<file path="config.mk">
export PLATFORM = sky130hd
export DESIGN_NAME = rpn_stack_engine
export DESIGN_NICKNAME = d
export VERILOG_FILES = /design/src/rtl/rpn_stack_engine.sv
export SDC_FILE = /design/constraint.sdc
export NUM_CORES = 1
export LEC_CHECK = 0
export CORE_MARGIN = 2
export CORE_UTILIZATION = 50
export CTS_BUF_LIST = sky130_fd_sc_hd__clkbuf_2
export DETAILED_ROUTE_END_ITERATION = 8
export GPL_TIMING_DRIVEN = 0
export MAX_ROUTING_LAYER = met4
export PLACE_DENSITY_LB_ADDON = 0.1
export SLEW_MARGIN = 5
export SYNTH_ARGS = -nofsm -noshare
export SYNTH_HDL_FRONTEND = slang
export SYNTH_SLANG_ARGS = --single-unit
</file>
<file path="constraint.sdc">
create_clock -name clk -period 2.7 [get_ports clk]
set_input_delay 0.54 -clock clk [delete_from_list [all_inputs] [get_ports clk]]
set_output_delay 0.54 -clock clk [all_outputs]
set_load 0.005 [all_outputs]
</file>
<file path="src/rtl/rpn_stack_engine.sv">
// rpn_stack_engine: reverse-Polish command engine sitting in front of a LIFO.
// Takes one command per handshake, pops operands, computes and pushes the
// result back through the stack's rd/wr port. Flags overflow, underflow and
// illegal opcodes on a one-cycle err pulse with a sticky err_code.
// Build option: define RPN_MUL_EN to enable op 111 as MUL; otherwise it is illegal.
//
// state   | meaning
// --------+-------------------------------------------------------------
// IDLE    | ready for a command
// POP_A   | pop top operand A (DROP: pop and discard)
// POP_B   | pop second operand Bv; on underflow restore A then flag
// EXEC    | R = Bv op A, modulo 2**B
// PUSH    | push latched value (command data, result, dup or restore)
// DUP_RD  | read top without popping
// ERR     | one-cycle err pulse, then IDLE

module rpn_stack_engine #(
  parameter int B = 8
) (
  input  logic         clk,
  input  logic         reset,
  input  logic         cmd_valid,
  output logic         cmd_ready,
  input  logic [2:0]   cmd_op,
  input  logic [B-1:0] cmd_data,
  output logic         stk_rd,
  output logic         stk_wr,
  output logic [B-1:0] stk_w_data,
  input  logic [B-1:0] stk_r_data,
  input  logic         stk_empty,
  input  logic         stk_full,
  output logic [B-1:0] res_data,
  output logic         res_valid,
  output logic         err,
  output logic [1:0]   err_code
);

  typedef enum logic [2:0] {
    S_IDLE, S_POP_A, S_POP_B, S_EXEC, S_PUSH, S_DUP_RD, S_ERR
  } state_t;

  localparam logic [2:0] OP_PUSH = 3'b000;
  localparam logic [2:0] OP_ADD  = 3'b001;
  localparam logic [2:0] OP_SUB  = 3'b010;
  localparam logic [2:0] OP_AND  = 3'b011;
  localparam logic [2:0] OP_OR   = 3'b100;
  localparam logic [2:0] OP_DUP  = 3'b101;
  localparam logic [2:0] OP_DROP = 3'b110;
  localparam logic [2:0] OP_MUL  = 3'b111;

  localparam logic [1:0] CODE_OVF = 2'b01;
  localparam logic [1:0] CODE_UNF = 2'b10;
  localparam logic [1:0] CODE_ILL = 2'b11;

  state_t       state_q, state_d;
  logic [2:0]   op_q, op_d;
  logic [B-1:0] a_q, a_d;
  logic [B-1:0] b_q, b_d;
  logic [B-1:0] val_q, val_d;
  logic [B-1:0] res_q, res_d;
  logic [1:0]   code_q, code_d;
  logic         restore_q, restore_d;

  // State and datapath registers; reset abandons any command in flight.
  always_ff @(posedge clk or posedge reset) begin
    if (reset) begin
      state_q   <= S_IDLE;
      op_q      <= '0;
      a_q       <= '0;
      b_q       <= '0;
      val_q     <= '0;
      res_q     <= '0;
      code_q    <= '0;
      restore_q <= 1'b0;
    end else begin
      state_q   <= state_d;
      op_q      <= op_d;
      a_q       <= a_d;
      b_q       <= b_d;
      val_q     <= val_d;
      res_q     <= res_d;
      code_q    <= code_d;
      restore_q <= restore_d;
    end
  end

  // Next-state, datapath updates and stack strobes. Strobes decode the
  // registered state, qualified by the stack flags seen in that same cycle,
  // so a pop and its empty check always refer to the same stack snapshot.
  always_comb begin
    state_d   = state_q;
    op_d      = op_q;
    a_d       = a_q;
    b_d       = b_q;
    val_d     = val_q;
    res_d     = res_q;
    code_d    = code_q;
    restore_d = restore_q;
    stk_rd    = 1'b0;
    stk_wr    = 1'b0;
    cmd_ready = (state_q == S_IDLE);

    case (state_q)
      S_IDLE: begin
        if (cmd_valid) begin
          op_d      = cmd_op;
          restore_d = 1'b0;
          case (cmd_op)
            OP_PUSH: begin
              val_d   = cmd_data;
              state_d = S_PUSH;
            end
            OP_DUP:  state_d = S_DUP_RD;
`ifdef RPN_MUL_EN
            OP_MUL:  state_d = S_POP_A;
`else
            OP_MUL: begin
              code_d  = CODE_ILL;
              state_d = S_ERR;
            end
`endif
            default: state_d = S_POP_A;
          endcase
        end
      end

      S_POP_A: begin
        if (stk_empty) begin
          code_d  = CODE_UNF;
          state_d = S_ERR;
        end else begin
          stk_rd  = 1'b1;
          a_d     = stk_r_data;
          state_d = (op_q == OP_DROP) ? S_IDLE : S_POP_B;
        end
      end

      // A lone operand is pushed back so an underflow leaves the stack as it was.
      S_POP_B: begin
        if (stk_empty) begin
          val_d     = a_q;
          restore_d = 1'b1;
          state_d   = S_PUSH;
        end else begin
          stk_rd  = 1'b1;
          b_d     = stk_r_data;
          state_d = S_EXEC;
        end
      end

      S_EXEC: begin
        case (op_q)
          OP_ADD:  val_d = b_q + a_q;
          OP_SUB:  val_d = b_q - a_q;
          OP_AND:  val_d = b_q & a_q;
          OP_OR:   val_d = b_q | a_q;
`ifdef RPN_MUL_EN
          OP_MUL:  val_d = b_q * a_q;
`endif
          default: val_d = val_q;
        endcase
        state_d = S_PUSH;
      end

      S_PUSH: begin
        if (stk_full) begin
          code_d  = CODE_OVF;
          state_d = S_ERR;
        end else begin
          stk_wr = 1'b1;
          res_d  = val_q;
          if (restore_q) begin
            restore_d = 1'b0;
            code_d    = CODE_UNF;
            state_d   = S_ERR;
          end else begin
            state_d = S_IDLE;
          end
        end
      end

      S_DUP_RD: begin
        if (stk_empty) begin
          code_d  = CODE_UNF;
          state_d = S_ERR;
        end else if (stk_full) begin
          code_d  = CODE_OVF;
          state_d = S_ERR;
        end else begin
          val_d   = stk_r_data;
          state_d = S_PUSH;
        end
      end

      S_ERR:   state_d = S_IDLE;

      default: state_d = S_IDLE;
    endcase
  end

  assign stk_w_data = val_q;
  assign res_valid  = stk_wr;
  assign res_data   = stk_wr ? val_q : res_q;
  assign err        = (state_q == S_ERR);
  assign err_code   = code_q;

endmodule
</file>
Yosys cells after proc, flatten, opt, wreduce, memory -nomap -nowiden
Index checks and enable logic that the tools add are counted.
- add/sub/neg operators: 2
- eq/ne operators: 24
- multiplexer cells: 34
- bitwise operators: 4
- reduce and logical (&&, ||, !) cells: 13
- operator list (cell ; number):
    one-hot mux 8 bit (4 select lines) ; 2
    2-to-1 mux 8 bit ; 6
    equality test 3 bit, second input constant ; 7
    2-to-1 mux 2 bit ; 10
    one-hot mux 3 bit (6 select lines) ; 1
    2-to-1 mux 3 bit ; 5
    equality test 3 x 2 -> 1 bit, second input constant ; 4
    != test 2 bit, second input constant ; 6
    one-hot mux 3 bit (3 select lines) ; 1
    adder 8 bit ; 1
    AND 8 bit ; 1
    bitwise OR 8 bit ; 1
    one-hot mux 2 bit (4 select lines) ; 1
    AND reduction 2 bit ; 4
    nonzero test 4 bit ; 2
    subtractor 8 bit ; 1
    2-to-1 mux 1 bit ; 7
    AND reduction 7 bit ; 1
    equality test 3 x 1 -> 1 bit, second input constant ; 2
    zero test 3 bit ; 2
    != test 3 bit, second input constant ; 2
    AND reduction 6 bit ; 1
    != test 5 bit, second input constant ; 1
    != test 2 x 1 -> 1 bit, second input constant ; 2
    5 further kinds ; 6
- bits in registers: 41
- output and inout bits: 23

Logic depth before layout (Yosys ltp)
Gate-level depths: netlist of run 1.
- depth after elaboration: 4
- mapped depth: 11
- depth with buffers taken out: 11

Least setup slack after synthesis of run 1
Ideal clock, no wire load.
- kind: register -> register
- from: register op_q[0]
- to: register val_q[3] (netlist: stk_w_data[3])
- setup time: 125 ps
- arrival: 2625 ps
- required time: 2575 ps
- path slack: -49 ps
- cell stages (with the launch flop): 12
- period minus slack after synthesis: 2749 ps
- cell sequence: dfrtp_1 buf_2 nor3b_1 mux2_2 inv_1 ha_1 nand2b_1 nand2b_1 a2111oi_0 a211o_1 a21oi_1 mux2_2
- cells in the longest elaborated chain, start to end: 3
- elaborated cells on any way between the ends: 8
- those cells by class: eq/ne: 5; mux: 2; reduce/logical: 1
- RTL lines (item ; RTL line ; RTL):
    start: declaration ; 56 ; logic [2:0] op_q, op_d;
    start signal: assignment ; 77 ; op_q <= op_d;
    equality test 3 bit (tied with other cells) ; 152 ; case (op_q)
    one-hot mux 8 bit (4 select lines) or != test 5 bit (tied branches) ; -- ;
    one-hot mux 8 bit (4 select lines) or AND reduction 7 bit (tied branches) ; -- ;
    end signal: assignment ; 80 ; val_q <= val_d;
    end: declaration ; 59 ; logic [B-1:0] val_q, val_d;
Parallel ways exist; a longest one is shown, timed or not.
A chain may end at the register's enable or synchronous reset.

Worst setup path in the final report of run 1
- from: register op_q[0]
- to: register val_q[7] (netlist: stk_w_data[7])
Same word-level chain as after synthesis.

==> metrics.yaml, run 1 <==
synthesis:
  syn_nets: 353
  async_flop_share_pct: 100.0
  synth-compound-area-share_pct: 23.33
  synthDistinctLibCells: 55
  synth.cell_area_um2: 2848
  synthMuxAreaShare_pct: 9.886
  synth-edff-count: 0
  ys_warn_count: 0
  synthCells: 318
  synth_xor_area_share_pct: 3.076
  synth-seq-area-share_pct: 36.03
  synth_flop_cell: "dfrtp_1"
  synth_top_family_by_area: "compound AO/OA/AOI/OAI gates"
  syn_area_per_cell_um2: 8.955
  synthSimpleGateAreaFrac_pct: 16.83
  synthAdderAreaFrac_pct: 5.097
  ys_ff_latch: 41
clock_tree:
  clk_pin_slew_worst_paths_ns: 0.24
  cts_tree: "done"
  htree_levels: 2
  clock_path_buffers: 2
  cts_buffers: 5
  clk_latency_ns: 0.43
  clock_sinks: 41
  cts-root-buf: "clkbuf_2"
  cts.hold.buffers_added: 0
worst_setup_path:
  rrSetupSlack_ns: 0.08
  crit_type: "reg2reg"
  arrival_ns: 2.99
  reg2reg_depth: 12
  r2r_start: "op_q[0]"
  crit_start: "op_q[0]"
  cp_max_fo: 10
  cp.required_ns: 3.08
  start_kind: "register"
  reg2reg_to: "stk_w_data[7]"
  end_kind: "register"
pwr:
  p_leak_nw: 1.576
  power_per_cell_area_nw_per_um2: 1486
  max-vdd-ir-drop_mv: 0.6778
worst_hold_path:
  hold_class: "in2async"
route:
  routedWlPerCell_um: 17.98
  drt_pass1_iterations: 5
  antenna_left: 0
  num_vias: 2800
  drc: 0
  routed_wl_um: 8147
  vias_per_cell: 6.181
  drt_iter0_drc: 248
floorplanning:
  rows: 27
  start_util_pct: 51.72
  coreArea_um2: 5507
  die_w_um: 79.47
  io_pins: 47
  die_area_um2: 6315
  die_y_um: 79.47
timing:
  period_minus_slack_ns: 2.618
  hold_viol_final: 0
  timing.final.ws_setup_ns: 0.08197
  min_period_over_period_pct: 96.96
  slew_violations: 0
  worst_clock_skew_ns: 0.02188
  max-slew-margin-rel_pct: 54.36
  worst_pin_slew_ns: 0.6793
  finalSetupViolCount: 0
  fmax_ghz: 0.3820
finish:
  layout_common_cells: "dfrtp_1 (39), clkdlybuf4s50_1 (35), nor2_1 (28)"
  post-route-util_pct: 67.76
  final_layout_size_suffix_gt1_share_pct: 22.31
  area_delta_synth_final_pct: 31.02
  layout.nets: 415
  final_common_cell: "dfrtp_1"
  stdcell_count: 453
  final_area_um2: 3731
  diodes: 0
outcome:
  outcome: "complete, no violations"
grt:
  grt_use_total_pct: 27.73
  antenna_found_initial: 0
  grt_pass1_vias: 2679
  grt_max_degree: 25
  overflow: 0
  grt_pass1_wl_um: 13210
placement:
  gp_congestion: 0.9611
  portBuffers: 45
  detailed_place.area_um2: 3413
  pre_cts_slack_ns: -0.5642
  dp_cells: 436
  hpwlAfterDp_um: 5783
flow_run:
  cap_violations: 0
==> cell type report <==
cell class / count / area, um2
multi-input combinational: 242 / 1777
fill: 458 / 1775
sequential: 41 / 1028
timing repair buffer: 56 / 548.0
buffer: 21 / 148.9
tap: 72 / 90.09
clock inverter: 3 / 65.06
inverter: 13 / 48.80
clock buffer: 5 / 25.02
==> repair_timing <==
item	4_1_cts	5_1_grt
setup endpoints to repair	17	8
buffers inserted	5	5
gates resized for setup	31	26
pin swaps	2	13
==> kinds of logic (layout without fill, tap and decap cells) <==
| logic type | after synthesis | in the layout |
|---|---|---|
| and+or+nand+nor | 94 | 94 |
| xor gates and xnor gates | 10 | 10 |
| AOI/OAI and AO/OA | 102 | 102 |
| buffers and inverters | 35 | 98 |
| adders and majority gates | 11 | 11 |
| muxes | 25 | 25 |
| DFF | 41 | 41 |
==> through the flow <==
step	hold slack (ns)	power (mW)	setup TNS [ns]
6_report	0.3811	5.544	0
5_1_grt	0.3927	6.001	-0.1054
4_1_cts	0.3859	5.111	0
3_5_place_dp	0.4698	4.467	-5.929
3_3_place_gp	0.4661	4.364	-5.714
2_1_floorplan	0.4723	3.472	0
==> worst max-delay path, cell delays in order, from the launching register on <==
cell       delay (ns)
dfrtp_1          0.42
buf_6            0.14
nor3b_4          0.24
buf_6            0.14
a21oi_2          0.04
xnor2_1          0.13
ha_1             0.37
a21o_1           0.18
a21o_1           0.18
a221oi_2         0.27
xnor2_1          0.12
a21oi_2          0.19
a2bb2oi_2        0.14
==> cell usage after synthesis, types with 3 or more instances <==
library cell / instances / share of area, %
or3_1: 3 / 0.66
o21a_1: 3 / 0.79
mux2_2: 25 / 9.9
o221ai_1: 6 / 1.8
ha_1: 10 / 4.4
a31oi_1: 3 / 0.66
a311oi_1: 3 / 0.92
a22oi_1: 4 / 1.1
a211oi_1: 3 / 0.79
nor2_1: 28 / 3.7
inv_1: 13 / 1.7
nor3_1: 12 / 2.1
o21ai_0: 21 / 3.7
nand2_1: 22 / 2.9
dfrtp_1: 41 / 36
buf_6: 3 / 1.2
nor2b_1: 3 / 0.66
a21oi_1: 29 / 5.1
o22ai_1: 9 / 2.0
o31ai_1: 3 / 0.79
clkbuf_1: 11 / 1.4
a21o_1: 3 / 0.79
buf_2: 5 / 0.88
xnor2_1: 8 / 2.5
and3_1: 6 / 1.3
nand2b_1: 7 / 1.5
==> sequential cells by signal, indices dropped and copies added (netlist names) <==
register    count
a_q             8
b_q             8
err_code        2
op_q            3
res_q           8
restore_q       1
state_q         3
stk_w_data      8
==> how the worst max path moves through the flow <==
| stage | endpoint |
|---|---|
| 3_3_place_gp | res_data[1] |
| 4_1_cts | stk_rd |
| 5_1_grt | stk_w_data[7] |
| 3_5_place_dp | res_data[0] |
| 2_1_floorplan | stk_w_data[3] |
| 6_report | stk_w_data[7] |
==> power breakdown <==
group,internal (mW),total (mW),switching (mW)
sequential,0.922,1.17,0.252
clock,0.247,0.472,0.224
combinational,1.91,3.90,1.99
==> layer usage <==
| metal | track usage, % | part of all wire (%) |
|---|---|---|
| met3 | 3.620 | 6.7 |
| met4 | 9.828 | 3.2 |
| met5 | - | 0 |
| met2 | 43.53 | 47 |
| met1 | 37.05 | 43 |
(Power assumes the default switching activity.)
==> run 2, diff against run 1 <==
--- a/config.mk
+++ b/config.mk
@@ -7,5 +7,5 @@
 export LEC_CHECK = 0
 export CORE_MARGIN = 2
-export CORE_UTILIZATION = 50
+export CORE_UTILIZATION = 60
 export CTS_BUF_LIST = sky130_fd_sc_hd__clkbuf_2
 export DETAILED_ROUTE_END_ITERATION = 8
@@ -17,2 +17,3 @@
 export SYNTH_HDL_FRONTEND = slang
 export SYNTH_SLANG_ARGS = --single-unit
+export TNS_END_PERCENT = 20
==> constraint.sdc (replaced) <==
create_clock -name clk -period 3.4 [get_ports clk]
set_input_delay 0.51 -clock clk [delete_from_list [all_inputs] [get_ports clk]]
set_output_delay 0.51 -clock clk [all_outputs]
set_load 0.005 [all_outputs]
==> metrics.yaml, run 2 (synthesis results as in run 1) <==
floorplanning:
  coreArea_um2: 4661  # -15%
  start_util_pct: 61.10  # +9.4 points
  die_area_um2: 5313  # -16%
  die_y_um: 72.89  # -8.3%
  io_pins: 47  # unchanged
  rows: 25  # -7.4%
  die_w_um: 72.89  # -8.3%
finish:
  layout_common_cells: "clkdlybuf4s50_1 (45), dfrtp_1 (41), a21oi_1 (29)"
  stdcell_count: 425  # -6.2%
  area_delta_synth_final_pct: 21.88
  n_fill_cell: 357  # -22%
  post-route-util_pct: 74.47  # +6.7 points
  final_common_cell: "clkdlybuf4s50_1"
  layout.nets: 405  # -2.4%
  final_layout_size_suffix_gt1_share_pct: 13.75  # -8.6 points
  diodes: 0  # unchanged
route:
  antenna_left: 0  # unchanged
  routedWlPerCell_um: 18.15  # +0.94%
  drc: 0  # unchanged
  wl_met2_um: 3789  # -0.47%
  routed_wl_um: 7715  # -5.3%
  num_vias: 2733  # -2.4%
  dr_wl_met3_um: 454  # -17%
  vias_per_cell: 6.431  # +4.0%
  m1WireLength_um: 3257  # -7.7%
  drt_pass1_iterations: 5  # unchanged
  top_layer_used: "met4"
  drt_iter0_drc: 289  # +17%
grt:
  overflow: 0  # unchanged
  grt_pass1_wl_um: 12660  # -4.1%
  grt_max_degree: 42  # +68%
  antenna_found_initial: 0  # unchanged
  grt_pass1_vias: 2604  # -2.8%
  grt_use_total_pct: 32.23  # +4.5 points
timing:
  worst_pin_slew_ns: 0.8950  # +0.2157 ns
  timing.final.ws_setup_ns: 0.3009  # +0.2190 ns
  fmax_ghz: 0.3227
  worst_clock_skew_ns: 0.01767  # -0.004215 ns
  max-slew-margin-rel_pct: 40.25  # -14 points
  slew_violations: 0  # unchanged
  min_period_over_period_pct: 91.15
  hold_viol_final: 0  # unchanged
  period_minus_slack_ns: 3.099
  finalSetupViolCount: 0  # unchanged
  rsz0062_at_grt: "false"
  final.setup.tns_ns: 0  # unchanged
worst_setup_path:
  max_stage_delay_ns: 0.50  # +0.08 ns
  crit_type: "reg2out"
  path_depth: 5  # -7
  critPathBufInv: 3  # +1
  end_kind: "output port"
  reg2reg_to: "stk_w_data[5]"
  cp.required_ns: 2.89  # -0.19 ns
  path_delay_family: "buffers and inverters"
  r2r_start: "op_q[0]"
  crit_slowest_cell: "nor3_4"
  cp_cell_sequence: "buf_6 > clkbuf_1 > nor3_4 > mux2_2 > clkdlybuf4s50_1"
  start_kind: "register"
  reg2reg_depth: 11  # -1
  rrSetupSlack_ns: 0.46  # +0.38 ns
  arrival_ns: 2.59  # -0.40 ns
  cp_max_fo: 10  # unchanged
worst_hold_path:
  min_to: "err_code[1]"
  hold_class: "reg2reg"
  hold_start: "err_code[1]"
  holdPathStages: 1
pwr:
  power_per_cell_area_nw_per_um2: 1144  # -23%
  p_comb_share_pct: 66.6  # -3.7 points
  p_int_mw: 2.196  # -29%
  max-vdd-ir-drop_mv: 0.6698  # -1.2%
  p_sw_mw: 1.775  # -28%
  p_seq_share_pct: 23.8  # +2.6 points
  p_clk_share_pct: 9.6  # +1.1 points
  p_leak_nw: 1.436  # -8.8%
  p_sw_share_pct: 44.70  # +0.23 points
clock_tree:
  cts_buffers: 5  # unchanged
  cts.hold.buffers_added: 0  # unchanged
  htree_levels: 2  # unchanged
  clk_pin_slew_worst_paths_ns: 0.22  # -0.02 ns
  clk_latency_ns: 0.43  # about the same
  cts-root-buf: "clkbuf_2"
  cts_tree: "done"
  postCtsResizedCells: 0  # -100%
  clock_sinks: 41  # unchanged
  clock_path_buffers: 2  # unchanged
  post_cts_buffers: 0  # -5
outcome:
  outcome: "complete, no violations"
placement:
  hpwlAfterDp_um: 5620  # -2.8%
  dp_cells: 417  # -4.4%
  gp_congestion: 0.9534  # -0.80%
  pre_cts_slack_ns: 0.1781  # +0.7423 ns
  portBuffers: 45  # unchanged
flow_run:
  cap_violations: 0  # unchanged
## run 2: how the worst max path moves through the flow
| stage | from | endpoint | slack, ns |
|---|---|---|---|
| final | state_q[1] | res_data[0] | 0.30 |
| after detailed placement | stk_full | res_data[0] | 0.18 |
| after global placement | stk_full | res_data[0] | 0.20 |
| after CTS | state_q[1] | res_data[0] | 0.09 |
| after global routing | state_q[1] | res_data[0] | 0.16 |
| after floorplan | op_q[0] | stk_w_data[3] | 0.65 |
## run 2: per-stage QoR
| step | power [mW] | cell area, um2 | hold WS [ns] |
|---|---|---|---|
| floorplan | 2.753 | 2848 | 0.4723 |
| global placement | 3.447 | 3366 | 0.4649 |
| detailed placement | 3.543 | 3366 | 0.4723 |
| CTS | 3.937 | 3460 | 0.5194 |
| global route | 4.315 | 3471 | 0.5475 |
| finish | 3.971 | 3471 | 0.5127 |
## run 2: cell type report
cell class,count,area [um2],share of cell area (%)
Clock buffer,5,25.02,0.7210
Sequential cell,41,1026,29.56
Inverter,13,48.80,1.406
Buffer,22,115.1,3.316
Timing Repair Buffer,45,450.4,12.98
Multi-Input combinational cell,242,1669,48.09
Tap cell,54,67.56,1.947
Clock inverter,3,68.82,1.983
## run 2: power by group through the flow
stage	Combinational (mW)	Clock (mW)	Sequential (mW)
6_report	2.64	0.382	0.944
5_1_grt	2.93	0.404	0.979
4_1_cts	2.61	0.389	0.940
3_5_place_dp	2.59	0	0.953
3_3_place_gp	2.50	0	0.944
2_1_floorplan	1.85	0	0.899
## run 2: metal layers
layer  vias up  GRT usage (%)
met4         0          11.93
met5         -              -
met2       139          50.91
met3        22          4.696
li1       1262              -
met1      1310          42.25
